==> config.mk <==
export PLATFORM = sky130hd
export DESIGN_NAME = lcd_reader_flat
export DESIGN_NICKNAME = d
export VERILOG_FILES = /design/src/rtl/lcd_pkg.sv /design/src/rtl/lcd_reader_if.sv /design/src/rtl/lcd_delay_cnt.sv /design/src/rtl/lcd_reader.sv /design/src/flat_wrapper.sv
export SDC_FILE = /design/constraint.sdc
export NUM_CORES = 1
export LEC_CHECK = 0
export BUFFER_PORTS_ARGS = -buffer_cell sky130_fd_sc_hd__buf_2
export CAP_MARGIN = 20
export CELL_PAD_IN_SITES_DETAIL_PLACEMENT = 1
export CELL_PAD_IN_SITES_GLOBAL_PLACEMENT = 1
export CORE_ASPECT_RATIO = 1.5
export CORE_MARGIN = 2
export CORE_UTILIZATION = 29
export DETAILED_ROUTE_END_ITERATION = 7
export PLACE_DENSITY_LB_ADDON = 0.1
export SLEW_MARGIN = 20
export SYNTH_ARGS = -nofsm -noshare
export SYNTH_HDL_FRONTEND = slang
export SYNTH_SLANG_ARGS = --single-unit
==> constraint.sdc <==
create_clock -name ACLK -period 2.2 [get_ports ACLK]
set_clock_uncertainty 0.2 [all_clocks]
set_input_delay 0.44 -clock ACLK [delete_from_list [all_inputs] [get_ports ACLK]]
set_output_delay 0.44 -clock ACLK [all_outputs]
set_load 0.02 [all_outputs]
==> src/rtl/lcd_pkg.sv <==
// Shared types and 50 MHz timing defaults for the HD44780-class LCD read and write engines.
package lcd_pkg;

   typedef enum logic [2:0] {
      RD_IDLE,
      RD_SETUP,
      RD_ENHI,
      RD_HOLD,
      RD_RECOVER,
      RD_DONE
   } rd_state_t;

   localparam logic [31:0] LCD_OFS_STATUS  = 32'd0;
   localparam logic [31:0] LCD_OFS_DATA    = 32'd1;
   localparam logic [31:0] LCD_BASEADDRESS = 32'h5000_0000;

   localparam int LCD_T_AS       = 7;
   localparam int LCD_T_PW       = 25;
   localparam int LCD_T_H        = 2;
   localparam int LCD_T_CYC      = 50;
   localparam int LCD_POLL_LIMIT = 1000;

   function automatic int lcd_max(input int a, input int b);
      return (a > b) ? a : b;
   endfunction

endpackage

==> src/rtl/lcd_reader_if.sv <==
// CPU-side read port and LCD pad signals of the LCD read engine, plus FSM debug taps.
interface lcd_reader_if;
   import lcd_pkg::*;

   // RDSTB is taken only while the reader is idle and BUSY is low; it is a
   // one-cycle request with no back-pressure, so strobes seen otherwise are
   // dropped. RDVALID is a one-cycle pulse marking the cycle DATA_O changes.
   logic [31:0] ADDR;
   logic        RDSTB;
   logic [31:0] DATA_O;
   logic        RDVALID;
   logic        BUSY;
   logic [7:0]  LCD_DATA_I;
   logic        LCD_RS;
   logic        LCD_RW;
   logic        LCD_EN;
   logic        LCD_OWN;
   rd_state_t   state;
   logic [15:0] phase_cnt;

   modport slave (
      input  ADDR, RDSTB, LCD_DATA_I,
      output DATA_O, RDVALID, BUSY, LCD_RS, LCD_RW, LCD_EN, LCD_OWN, state, phase_cnt
   );

   modport master (
      output ADDR, RDSTB, LCD_DATA_I,
      input  DATA_O, RDVALID, BUSY, LCD_RS, LCD_RW, LCD_EN, LCD_OWN, state, phase_cnt
   );

endinterface

==> src/rtl/lcd_delay_cnt.sv <==
// Loadable down-counter with zero flag; times LCD bus phases and counts busy polls.
module lcd_delay_cnt #(
   parameter int W = 8
) (
   input  logic         clk,
   input  logic         rst,
   input  logic         load,
   input  logic         dec,
   input  logic [W-1:0] load_val,
   output logic [W-1:0] count,
   output logic         zero
);

   always_ff @(posedge clk) begin
      if (rst) begin
         count <= '0;
      end else if (load) begin
         count <= load_val;
      end else if (dec && (count != '0)) begin
         count <= count - 1'b1;
      end
   end

   assign zero = (count == '0);

endmodule

==> src/rtl/lcd_reader.sv <==
// LCD read engine: one RW=1 bus cycle per accepted strobe, returning status or DDRAM/CGRAM byte.
// Optional busy-flag polling before data reads when LCD_RD_BUSY_POLL_EN is defined.
module lcd_reader
   import lcd_pkg::*;
#(
   parameter logic [31:0] BASEADDRESS = LCD_BASEADDRESS,
   parameter int          T_AS        = LCD_T_AS,
   parameter int          T_PW        = LCD_T_PW,
   parameter int          T_H         = LCD_T_H,
   parameter int          T_CYC       = LCD_T_CYC,
   parameter int          POLL_LIMIT  = LCD_POLL_LIMIT
) (
   input logic         ACLK,
   input logic         RESET,
   lcd_reader_if.slave bus
);

   localparam int T_REC = (T_CYC > T_AS + T_PW + T_H) ? (T_CYC - T_AS - T_PW - T_H) : 0;
   localparam int T_MAX = lcd_max(lcd_max(T_AS, T_PW), lcd_max(T_H, T_REC));
   localparam int CW    = (T_MAX < 1) ? 1 : $clog2(T_MAX + 1);

   rd_state_t   state, state_n;
   logic        phase_rs, rs_n;
   logic        timeout, timeout_n;
   logic [7:0]  rd_byte;
   logic        accept, step, in_range;
   logic        cnt_zero;
   logic [CW-1:0] phase_count, cnt_val;

   // First phase at or after s whose duration is non-zero; RD_DONE means the bus cycle is over.
   function automatic rd_state_t first_phase(input rd_state_t s);
      rd_state_t r;
      r = RD_DONE;
      if ((s <= RD_RECOVER) && (T_REC > 0)) r = RD_RECOVER;
      if ((s <= RD_HOLD)    && (T_H   > 0)) r = RD_HOLD;
      if ((s <= RD_ENHI)    && (T_PW  > 0)) r = RD_ENHI;
      if ((s <= RD_SETUP)   && (T_AS  > 0)) r = RD_SETUP;
      return r;
   endfunction

   function automatic logic [CW-1:0] phase_len(input rd_state_t s);
      case (s)
         RD_SETUP:   return CW'(T_AS - 1);
         RD_ENHI:    return CW'(T_PW - 1);
         RD_HOLD:    return CW'(T_H - 1);
         RD_RECOVER: return CW'(T_REC - 1);
         default:    return '0;
      endcase
   endfunction

   assign in_range = (bus.ADDR == BASEADDRESS + LCD_OFS_STATUS) ||
                     (bus.ADDR == BASEADDRESS + LCD_OFS_DATA);
   assign accept   = (state == RD_IDLE) && !bus.BUSY && bus.RDSTB && in_range;

`ifdef LCD_RD_BUSY_POLL_EN
   localparam int PW = (POLL_LIMIT < 1) ? 1 : $clog2(POLL_LIMIT + 1);
   logic          req_data, req_n;
   logic          poll_dec, poll_zero;
   logic [PW-1:0] poll_count;
   logic [7:0]    byte_n;

   assign req_n  = accept ? bus.ADDR[0] : req_data;
   // When HOLD/RECOVER are skipped the status byte is still on the pad this cycle.
   assign byte_n = (state == RD_ENHI) ? bus.LCD_DATA_I : rd_byte;

   lcd_delay_cnt #(.W(PW)) u_poll_cnt (
      .clk      (ACLK),
      .rst      (RESET),
      .load     (accept),
      .dec      (poll_dec),
      .load_val (PW'(POLL_LIMIT)),
      .count    (poll_count),
      .zero     (poll_zero)
   );
`endif

   always_comb begin
      state_n   = state;
      rs_n      = phase_rs;
      timeout_n = timeout;
      step      = 1'b0;
`ifdef LCD_RD_BUSY_POLL_EN
      poll_dec  = 1'b0;
`endif
      case (state)
         RD_IDLE:    if (accept)   begin step = 1'b1; state_n = first_phase(RD_SETUP);   end
         RD_SETUP:   if (cnt_zero) begin step = 1'b1; state_n = first_phase(RD_ENHI);    end
         RD_ENHI:    if (cnt_zero) begin step = 1'b1; state_n = first_phase(RD_HOLD);    end
         RD_HOLD:    if (cnt_zero) begin step = 1'b1; state_n = first_phase(RD_RECOVER); end
         RD_RECOVER: if (cnt_zero) begin step = 1'b1; state_n = RD_DONE;                 end
         default:    state_n = RD_IDLE;
      endcase
      if (accept) begin
         timeout_n = 1'b0;
`ifdef LCD_RD_BUSY_POLL_EN
         rs_n = 1'b0;
`else
         rs_n = bus.ADDR[0];
`endif
      end
`ifdef LCD_RD_BUSY_POLL_EN
      // A finished status cycle on behalf of a data read decides: data cycle, another poll, or timeout.
      if (step && (state_n == RD_DONE) && !rs_n && req_n) begin
         if (!byte_n[7]) begin
            rs_n    = 1'b1;
            state_n = first_phase(RD_SETUP);
         end else if (poll_zero || (poll_count == PW'(1))) begin
            timeout_n = 1'b1;
         end else begin
            poll_dec = 1'b1;
            state_n  = first_phase(RD_SETUP);
         end
      end
`endif
      cnt_val = phase_len(state_n);
   end

   lcd_delay_cnt #(.W(CW)) u_phase_cnt (
      .clk      (ACLK),
      .rst      (RESET),
      .load     (step),
      .dec      (!step),
      .load_val (cnt_val),
      .count    (phase_count),
      .zero     (cnt_zero)
   );

   assign bus.state     = state;
   assign bus.phase_cnt = 16'(phase_count);

   // Pad and CPU outputs are registered decodes of the current state, so they trail it by one cycle.
   always_ff @(posedge ACLK) begin
      if (RESET) begin
         state       <= RD_IDLE;
         phase_rs    <= 1'b0;
         timeout     <= 1'b0;
         rd_byte     <= 8'd0;
         bus.DATA_O  <= 32'd0;
         bus.RDVALID <= 1'b0;
         bus.BUSY    <= 1'b0;
         bus.LCD_EN  <= 1'b0;
         bus.LCD_RW  <= 1'b0;
         bus.LCD_RS  <= 1'b0;
         bus.LCD_OWN <= 1'b0;
`ifdef LCD_RD_BUSY_POLL_EN
         req_data    <= 1'b0;
`endif
      end else begin
         state    <= state_n;
         phase_rs <= rs_n;
         timeout  <= timeout_n;
`ifdef LCD_RD_BUSY_POLL_EN
         req_data <= req_n;
`endif
         if ((state == RD_ENHI) && cnt_zero) rd_byte <= bus.LCD_DATA_I;
         bus.LCD_EN  <= (state == RD_ENHI);
         bus.LCD_OWN <= (state == RD_SETUP) || (state == RD_ENHI) || (state == RD_HOLD);
         bus.LCD_RW  <= (state == RD_SETUP) || (state == RD_ENHI) || (state == RD_HOLD);
         bus.LCD_RS  <= ((state == RD_SETUP) || (state == RD_ENHI) || (state == RD_HOLD)) && phase_rs;
         bus.RDVALID <= (state == RD_DONE);
         bus.BUSY    <= (state != RD_IDLE);
         if (state == RD_DONE) bus.DATA_O <= {timeout, 23'd0, rd_byte};
      end
   end

endmodule

==> src/flat_wrapper.sv <==
// flat-port wrapper written by rule: the top's interface ports become plain ports
module lcd_reader_flat import lcd_pkg::*;
#(
   parameter logic [31:0] BASEADDRESS = LCD_BASEADDRESS,
   parameter int          T_AS        = LCD_T_AS,
   parameter int          T_PW        = LCD_T_PW,
   parameter int          T_H         = LCD_T_H,
   parameter int          T_CYC       = LCD_T_CYC,
   parameter int          POLL_LIMIT  = LCD_POLL_LIMIT
)
  (ACLK, RESET, bus_ADDR, bus_RDSTB, bus_LCD_DATA_I, bus_DATA_O, bus_RDVALID, bus_BUSY, bus_LCD_RS, bus_LCD_RW, bus_LCD_EN, bus_LCD_OWN, bus_state, bus_phase_cnt);
  lcd_reader_if bus_i ();
  input logic ACLK;
  input logic RESET;
  input wire logic [$bits(bus_i.ADDR)-1:0] bus_ADDR;
  input wire logic [$bits(bus_i.RDSTB)-1:0] bus_RDSTB;
  input wire logic [$bits(bus_i.LCD_DATA_I)-1:0] bus_LCD_DATA_I;
  output wire logic [$bits(bus_i.DATA_O)-1:0] bus_DATA_O;
  output wire logic [$bits(bus_i.RDVALID)-1:0] bus_RDVALID;
  output wire logic [$bits(bus_i.BUSY)-1:0] bus_BUSY;
  output wire logic [$bits(bus_i.LCD_RS)-1:0] bus_LCD_RS;
  output wire logic [$bits(bus_i.LCD_RW)-1:0] bus_LCD_RW;
  output wire logic [$bits(bus_i.LCD_EN)-1:0] bus_LCD_EN;
  output wire logic [$bits(bus_i.LCD_OWN)-1:0] bus_LCD_OWN;
  output wire logic [$bits(bus_i.state)-1:0] bus_state;
  output wire logic [$bits(bus_i.phase_cnt)-1:0] bus_phase_cnt;
  assign bus_i.ADDR = bus_ADDR;
  assign bus_i.RDSTB = bus_RDSTB;
  assign bus_i.LCD_DATA_I = bus_LCD_DATA_I;
  assign bus_DATA_O = bus_i.DATA_O;
  assign bus_RDVALID = bus_i.RDVALID;
  assign bus_BUSY = bus_i.BUSY;
  assign bus_LCD_RS = bus_i.LCD_RS;
  assign bus_LCD_RW = bus_i.LCD_RW;
  assign bus_LCD_EN = bus_i.LCD_EN;
  assign bus_LCD_OWN = bus_i.LCD_OWN;
  assign bus_state = bus_i.state;
  assign bus_phase_cnt = bus_i.phase_cnt;
  lcd_reader #(.BASEADDRESS(BASEADDRESS), .T_AS(T_AS), .T_PW(T_PW), .T_H(T_H), .T_CYC(T_CYC), .POLL_LIMIT(POLL_LIMIT)) u_core (.ACLK(ACLK), .RESET(RESET), .bus(bus_i));
endmodule
==> flow_summary.yaml, run 1 <==
run_status:
  status: "completed"
yosys:
  synth_compound_area_share_pct: 7.92
  synth_area_sq_um: 1600
  synthCells: 189
  synth_top_family_by_area: "simple AND/OR/NAND/NOR gates"
  synthAdderAreaFrac_pct: 1.57
  synthArstFlopShare_pct: 0
  synth_area_per_cell_sq_um: 8.44
  synth.area.mux_share_pct: 5.65
  ys.flop_type: "dfxtp_1"
  synthSimpleGateAreaFrac_pct: 24.3
  synth-xor-area-share_pct: 2.20
  netlist-cell-type-count: 33
  ys_ff_latch: 30
  synth_edf_count: 0
  seq_area_frac_synth_pct: 37.6
  synth_warnings: 0
route:
  first_iter_violations: 17
  avgRoutedWirePerCell_um: 11.9
  first_pass_iters: 4
  drc: 0
  route.antenna.remaining_nets: 0
  num_vias: 1414
  viasPerCell: 4.35
  wirelength_mm: 3.87
min_path:
  min-delay-start: "bus_LCD_DATA_I[3]"
  min_delay_path_depth: 3
  hold_class: "in -> reg"
  min_to: "u_core.rd_byte[3]"
setup_path:
  worst_r2r_startpoint: "u_core.u_phase_cnt.count[0]"
  cp_top_family: "simple AND/OR/NAND/NOR gates"
  r2r_setup_slack_ns: 0.30
  r2r_cells: 7
  cp_slowest_cell: "nor4b_4"
  crit_buf_inv: 1
  arrival_ns: 1.90
  crit_path_max_fanout: 7
  cpMostUsedCell: "nand2_1"
  end_kind: "register"
  crit-reg2reg-capture: "u_core.u_phase_cnt.count[2]"
  slowest_delay_ns: 0.39
  path_cells: "inv_1, ha_1, nor4b_4, nand2_1, nor2_1, nand2_1, a31oi_1"
  start_kind: "register"
  required_ns: 2.20
  critPathKind: "reg -> reg"
grt:
  grt_pass1_vias: 1329
  grt_antenna_before_repair: 0
  grt.overflow.total: 0
  grt_max_degree: 23
  grt_pass1_wl_mm: 6.18
  track_usage_pct: 13.0
clock_network:
  cts_tree: "done"
  clkTransAtPathRegs_ns: 0.06
  htreeDepth: 2
  clockBufferDepth: 2
  cts-root-buf: "clkbuf_8"
  post_cts_buffers: 0
  cts_hold_buf: 0
  clkLatencyLatePin_ns: 0.27
  cts_sinks: 30
  cts_made_buffers: 5
  ctsResizeCount: 0
layout:
  drive_gt1_share_pct: 32.2
  final_cell_mix: "buf_2, conb_1, dfxtp_1"
  areaGrowthSynthToFinish_pct: 22.1
  final_nets: 299
  num_antenna_cells: 0
  final_common_cell: "buf_2"
floorplanning:
  ios: 100
  die_x_um: 64.6
  std_cell_rows: 33
  die_h_um: 94.8
  core_sq_um: 5410
  initial_core_util_pct: 29.5
  die_area_sq_um: 6120
place:
  portBuffers: 64
  pre_cts_slack_ns: 0.117
  dp_hpwl_mm: 3.04
  gp_congestion: 0.738
sta:
  report.final.slew_viol_count: 0
  rsz0062_at_grt: "false"
  timing.final.crit_share_pct: 86.5
  hold_viol: 0
  fin_tns_setup_ns: 0
  setup_ws_ns: 0.297
  clock.fmax_mhz: 526
  finalSetupViolCount: 0
  period_needed_ns: 1.90
run:
  drv_cap: 0
power:
  ir_drop_mv: 0.344
  power.leakage_nw: 0.987
  p_per_area_nw_per_um2: 796
[kinds of logic after synthesis]
family | after synthesis
fa+ha+maj | 2
buf+inv | 48
xor+xnor | 4
compound gates | 22
other cells | 1
mux | 9
simple gates | 73
flops | 30
[area by class of cell]
class                      instances  area, sq um
tap                               70         87.6
clock buffer                       7         86.3
fill                             701         3460
multi-input combinational        145          796
inverter                           2         7.51
timing repair buffer              70          365
clock inverter                     1         5.00
sequential                        30          601
[cell usage after synthesis, drive strengths merged (2+ instances only)]
library cell  instances  share of area (%)
nand4                 2               0.78
o21ai                 3               0.94
nor2b                 2               0.78
nor4                  5                2.7
inv                   2               0.47
dfxtp                30                 38
a21oi                14                4.4
xor2                  3                1.6
a31oi                 3                1.2
nor2                 20                4.7
nor3                  6                1.9
nand3b                2               0.94
nand2                18                4.2
ha                    2                1.6
clkbuf                5                1.2
buf                  41                 19
mux2i                 9                5.6
nor4b                 4                3.1
nand3                 9                2.8
[worst min-delay path: stages]
cell	delay (ns)
buf_2	0.08
mux2i_1	0.05
nor2_1	0.07
[how the worst max path moves through the flow]
stage                           startpoint                     endpoint  cells past startpoint
2_1_floorplan  u_core.u_phase_cnt.count[0]            u_core.rd_byte[0]                      7
3_3_place_gp                  bus_ADDR[17]  u_core.u_phase_cnt.count[3]                      6
3_5_place_dp                  bus_ADDR[17]  u_core.u_phase_cnt.count[4]                      6
4_1_cts        u_core.u_phase_cnt.count[0]  u_core.u_phase_cnt.count[2]                      7
5_1_grt        u_core.u_phase_cnt.count[1]  u_core.u_phase_cnt.count[2]                      7
6_report       u_core.u_phase_cnt.count[0]  u_core.u_phase_cnt.count[2]                      7
[report_power, final]
part	total (mW)	internal [mW]	switching (mW)
clock	0.450	0.252	0.198
combinational	0.475	0.193	0.282
sequential	0.626	0.577	0.0483
[routing by layer]
layer  GRT usage (%)  part of all wire (%)  up-vias
li1                -                     -      696
met1            14.8                    39      655
met2            22.7                    52       61
met3            4.41                   8.8        2
met4            4.26                  0.52        0
met5               0                     0        -
[flip-flops by register name, summed over array words and instances, names as in the netlist]
name,count
u_core.bus.BUSY,1
u_core.bus.DATA_O,8
u_core.bus.LCD_EN,1
u_core.bus.LCD_RS,1
u_core.bus.LCD_RW,1
u_core.bus.RDVALID,1
u_core.bus.state,3
u_core.phase_rs,1
u_core.rd_byte,8
u_core.u_phase_cnt.count,5
[stage by stage]
step           utilization, %  power (mW)  cells  cell area (sq um)  hold WS (ns)
3_5_place_dp             34.3        1.12    317               1860         0.248
5_1_grt                  36.0        1.65    325               1950         0.193
2_1_floorplan               -        1.03    223               1720         0.230
6_report                 36.0        1.55    325               1950         0.193
4_1_cts                  36.0        1.58    325               1950         0.184
3_3_place_gp             34.3        1.12    317               1860         0.246
No activity file was read; power rests on OpenSTA's default activity.
==> run 2: changes to the inputs <==
- CELL_PAD_IN_SITES_DETAIL_PLACEMENT: 1 -> 2
- CELL_PAD_IN_SITES_GLOBAL_PLACEMENT: 1 -> 2
- CORE_UTILIZATION: 29 -> 22
==> run 2 against run 1 <==
- via count is 2.1% higher
- global-route usage is 1.8 points lower
- flip-flop and latch count is the same
- die area up 30%
- routed wire length rose by 16%
- final area is 1.8% higher
- count of clock-buffer cells in the layout stayed put
- hold slack worse by 0.0050 ns
- register-to-register slack better by 0.04 ns
- non-clock buffer count increased by 3
- clock power increased by 2%
==> flow_summary.yaml, run 2 (same netlist as run 1, synthesis figures left out) <==
run_status:
  status: "completed"
floorplanning:
  die_x_um: 73.5
  core_sq_um: 7130
  initial_core_util_pct: 22.4
  ios: 100
  die_h_um: 108
  std_cell_rows: 38
  die_area_sq_um: 7960
setup_path:
  worst_r2r_startpoint: "u_core.u_phase_cnt.count[0]"
  r2r_cells: 7
  critPathKind: "reg -> reg"
  cp-endpoint: "u_core.u_phase_cnt.count[2]"
  end_kind: "register"
  crit_path_max_fanout: 5
  required_ns: 2.21
  start_kind: "register"
  arrival_ns: 1.87
  critPathLaunch: "u_core.u_phase_cnt.count[0]"
  r2r_setup_slack_ns: 0.34
  crit-reg2reg-capture: "u_core.u_phase_cnt.count[2]"
route:
  first_iter_violations: 40
  num_vias: 1443
  first_pass_iters: 4
  route.antenna.remaining_nets: 0
  viasPerCell: 4.27
  drc: 0
  wirelength_mm: 4.50
  avgRoutedWirePerCell_um: 13.3
sta:
  rsz0062_at_grt: "false"
  fin_tns_setup_ns: 0
  hold_viol: 0
  period_needed_ns: 1.86
  timing.final.crit_share_pct: 84.7
  clock.fmax_mhz: 536
  report.final.slew_viol_count: 0
  finalSetupViolCount: 0
  setup_ws_ns: 0.336
layout:
  fin_util_pct: 27.8
  finalInstanceArea_sq_um: 1980
  fillers: 877
  reg_top3: "u_core.bus.DATA_O: 8 flops, u_core.rd_byte: 8 flops, u_core.u_phase_cnt.count: 5 flops"
  final_cell_mix: "buf_2, conb_1, dfxtp_1"
  areaGrowthSynthToFinish_pct: 24.3
  drive_gt1_share_pct: 32.9
  final_nets: 302
  num_antenna_cells: 0
  final_common_cell: "buf_2"
run:
  drv_cap: 0
grt:
  grt.overflow.total: 0
  grt_pass1_wl_mm: 6.77
  grt_max_degree: 23
  grt_pass1_vias: 1407
  track_usage_pct: 11.2
  grt_antenna_before_repair: 0
place:
  dp_hpwl_mm: 3.52
  gp_congestion: 0.654
  pre_cts_slack_ns: 0.0982
  placement.cell_area_sq_um: 1870
  portBuffers: 64
power:
  power.leakage_nw: 1.00
  p_per_area_nw_per_um2: 814
  ir_drop_mv: 0.257
clock_network:
  cts-root-buf: "clkbuf_8"
  cts_sinks: 30
  cts_hold_buf: 0
  htreeDepth: 2
  clockBufferDepth: 2
  cts_tree: "done"
  clkLatencyLatePin_ns: 0.28
  ctsResizeCount: 0
  clkTransAtPathRegs_ns: 0.06
  cts_made_buffers: 5
min_path:
  hold_class: "in -> reg"
## run 2: how the worst min path moves through the flow
stage          slack (ns)                  from  cells after the start                   end
4_1_cts              0.19     bus_LCD_DATA_I[6]                      3     u_core.rd_byte[6]
3_5_place_dp         0.26  u_core.bus.DATA_O[3]                      2  u_core.bus.DATA_O[3]
3_3_place_gp         0.25  u_core.bus.DATA_O[1]                      2  u_core.bus.DATA_O[1]
6_report             0.19     bus_LCD_DATA_I[6]                      3     u_core.rd_byte[6]
5_1_grt              0.20     bus_LCD_DATA_I[6]                      3     u_core.rd_byte[6]
2_1_floorplan        0.23       u_core.phase_rs                      1     u_core.bus.LCD_RS
## run 2: where the power goes
part           internal [mW]  switching [mW]
clock network          0.252           0.208
registers              0.577          0.0499
logic                  0.236           0.292
total                   1.07           0.549
## run 2: critical path, stage by stage, from the launching register on
cell and delay (ns):
dfxtp_1 0.36, inv_1 0.09, ha_1 0.18, nor4b_4 0.34, nand2_1 0.17, nor2_1 0.16
nand2_1 0.12, a31oi_1 0.17
## run 2: area by class of cell
| cell class | count | area, sq um | area share (%) |
|---|---|---|---|
| clock buffer | 7 | 86.3 | 4.35 |
| clock inverter | 1 | 5.00 | 0.252 |
| inverter | 2 | 7.51 | 0.379 |
| multi-input combinational | 145 | 796 | 40.1 |
| sequential | 30 | 601 | 30.3 |
| tap | 80 | 100 | 5.05 |
| timing repair buffer | 73 | 388 | 19.6 |
## run 2: repair_timing
action	4_1_cts	5_1_grt
hold endpoints to repair	0	0
setup endpoints to repair	0	1
buffers inserted	0	3
## run 2: metal layers
layer	wire (um)	GRT usage [%]	vias up	part of all wire, %
met2	2300	20.5	66	51
met4	68	4.29	0	1.5
met3	370	2.24	7	8.2
li1	-	-	704	-
met1	1760	12.3	666	39
met5	0	0	-	0
## run 2: metrics by stage
stage / hold WS, ns / power [mW] / cells
global placement: 0.248 / 1.12 / 327
finish: 0.188 / 1.61 / 338
global route: 0.203 / 1.73 / 338
detailed placement: 0.255 / 1.13 / 327
floorplan: 0.230 / 1.03 / 223
CTS: 0.187 / 1.60 / 335
==> run 3: changes to the inputs <==
- ABC_AREA: unset -> 1
- CORE_UTILIZATION: 22 -> 19
- clock period: 2.2 -> 1.7 ns (I/O delays scaled with it)
==> run 3 against run 2 <==
- the flow now finishes with violations (negative setup slack)
- area after synthesis rose by 4.4%
- fmax is 8.4% higher
- via count increased by 19%
- worst setup slack lost 0.36 ns
- hold slack got worse by 0.11 ns
- routed wire length rose by 15%
- final area rose by 21%
- register-to-register slack got worse by 0.36 ns
- highest routed layer unchanged
- sequential power is 30% higher
==> flow_summary.yaml, run 3 <==
setup_path:
  end_kind: "register"
  critPathKind: "reg -> reg"
  critPathLaunch: "u_core.u_phase_cnt.count[0]"
  arrival_ns: 1.72
  crit_path_max_fanout: 5
  r2r_cells: 11
  worst_r2r_startpoint: "u_core.u_phase_cnt.count[0]"
  required_ns: 1.70
  start_kind: "register"
  cp-endpoint: "u_core.u_phase_cnt.count[0]"
  r2r_setup_slack_ns: -0.02
  crit-reg2reg-capture: "u_core.u_phase_cnt.count[0]"
run_status:
  status: "complete, but fails checks"
  violations: "negative setup slack"
yosys:
  synth_edf_count: 0
  seq_area_frac_synth_pct: 36.1
  synth_area_per_cell_sq_um: 6.97
  synthArstFlopShare_pct: 0
  synth_warnings: 0
  synth_top_cells_by_count: "nor2_1, buf_4, dfxtp_1"
  yosysTopAreaCell: "dfxtp_1"
  ys.flop_type: "dfxtp_1"
  netlist.area_leader.share_pct: 36.1
  synth_area_leaders: "dfxtp_1, buf_4, nor2_1"
  yosysMostFrequentCell: "nor2_1"
  ys_ff_latch: 30
  synth_area_sq_um: 1670
  netlist-cell-type-count: 29
  synthCells: 239
clock_network:
  cts_sinks: 30
  clkLatencyLatePin_ns: 0.27
  clkTransAtPathRegs_ns: 0.05
  cts_tree: "done"
  cts_made_buffers: 5
  cts-root-buf: "clkbuf_16"
  clockBufferDepth: 2
  htreeDepth: 2
sta:
  report.final.slew_viol_count: 0
  timing.final.crit_share_pct: 101
  finalSetupViolCount: 2
  period_needed_ns: 1.72
  fin_tns_setup_ns: -0.0350
  hold_viol: 0
  rsz0062_at_grt: "true"
  setup_ws_ns: -0.0204
  clock.fmax_mhz: 581
layout:
  fin_util_pct: 28.4
  final_cell_mix: "nor2_1, buf_2, conb_1"
  areaGrowthSynthToFinish_pct: 44.3
  fillers: 1078
  instances_no_fill: 439
  drive_gt1_share_pct: 40.1
  reg_top3: "u_core.bus.DATA_O: 8 flops, u_core.rd_byte: 8 flops, u_core.u_phase_cnt.count: 5 flops"
  final_nets: 376
  num_antenna_cells: 0
place:
  portBuffers: 64
  dp_hpwl_mm: 4.32
  gp_congestion: 0.759
  dp_cells: 429
route:
  first_pass_iters: 2
  viasPerCell: 3.91
  avgRoutedWirePerCell_um: 11.8
  wirelength_mm: 5.17
  route.antenna.remaining_nets: 0
  drc: 0
  first_iter_violations: 30
  num_vias: 1715
min_path:
  min_delay_path_depth: 3
  hold_class: "in -> reg"
power:
  ir_drop_mv: 0.421
  finalPower_mw: 2.78
  power.leakage_nw: 1.23
  p_per_area_nw_per_um2: 1160
floorplanning:
  core_sq_um: 8460
  initial_core_util_pct: 19.7
  die_area_sq_um: 9550
  std_cell_rows: 41
  die_h_um: 119
  ios: 100
  die_x_um: 80.4
grt:
  grt_max_degree: 20
  track_usage_pct: 11.5
  grt_pass1_vias: 1835
  grt_pass1_wl_mm: 8.57
  grt_antenna_before_repair: 0
  grt.overflow.total: 0
run:
  drv_cap: 0
-- run 3: final cells by class --
type                    instances  area (sq um)  area share (%)
clock buffers                   7           143            5.93
inverters                      21          85.1            3.54
multi-input cells             182           888            37.0
clock inverters                 1          5.00           0.208
flip-flops and latches         30           609            25.4
repair buffers                 91           539            22.4
well taps                     107           134            5.57
-- run 3: worst min path at each step --
stage                            from                end  slack [ns]
global placement      u_core.phase_rs  u_core.bus.LCD_RS        0.25
finish              bus_LCD_DATA_I[7]  u_core.rd_byte[7]        0.08
floorplan             u_core.phase_rs  u_core.bus.LCD_RS        0.23
CTS                 bus_LCD_DATA_I[2]  u_core.rd_byte[2]        0.09
detailed placement    u_core.phase_rs  u_core.bus.LCD_RS        0.26
global route        bus_LCD_DATA_I[2]  u_core.rd_byte[2]        0.12
-- run 3: worst max-delay path: stages (launching register included) --
cell and delay (ns):
dfxtp_4 0.34, inv_4 0.06, ha_4 0.12, nand2_2 0.06
nor2_4 0.14, nand2_1 0.09, nand2_1 0.08, nand3_2 0.10
nand3b_1 0.18, nor2_1 0.10, nor2_1 0.06, nor2_1 0.10
-- run 3: layer usage --
layer / global-route usage [%] / share of wire [%]
met1: 12.2 / 37
met3: 2.37 / 6.3
met5: 0 / 0
met4: 3.50 / 1.3
met2: 21.8 / 55
-- run 3: where the power goes --
| group | switching [mW] | internal [mW] | total, mW |
|---|---|---|---|
| sequential | 0.0384 | 0.774 | 0.812 |
| clock | 0.294 | 0.579 | 0.873 |
| combinational | 0.636 | 0.463 | 1.10 |
-- run 3: repair_timing --
item | 4_1_cts | 5_1_grt
endpoints found under the setup margin | 6 | 15
setup buffers | 1 | 1
gates resized for setup | 4 | 14
hold endpoints to repair | 0 | 0
pin swaps | 1 | 6
hold buffers | 0 | 0
-- run 3: cells by family (layout without fill, tap and decap cells) --
family                     count (synthesis)  count (layout)  synth area share (%)
xor gates and xnor gates                   1               1                 0.526
adders and majority gates                  2               2                  1.50
AOI/OAI and AO/OA                         29              29                  9.84
and+or+nand+nor                          115             115                  29.9
buffers and inverters                     61             120                  21.9
DFF                                       30              30                  36.1
other                                      1              35                 0.225
-- run 3: metrics by stage --
stage	setup slack [ns]	area, sq um	hold slack, ns
floorplan	-0.00926	1830	0.230
global placement	-0.149	2190	0.254
detailed placement	-0.131	2190	0.259
CTS	-0.0738	2360	0.0898
global route	-0.149	2400	0.120
finish	-0.0204	2400	0.0824
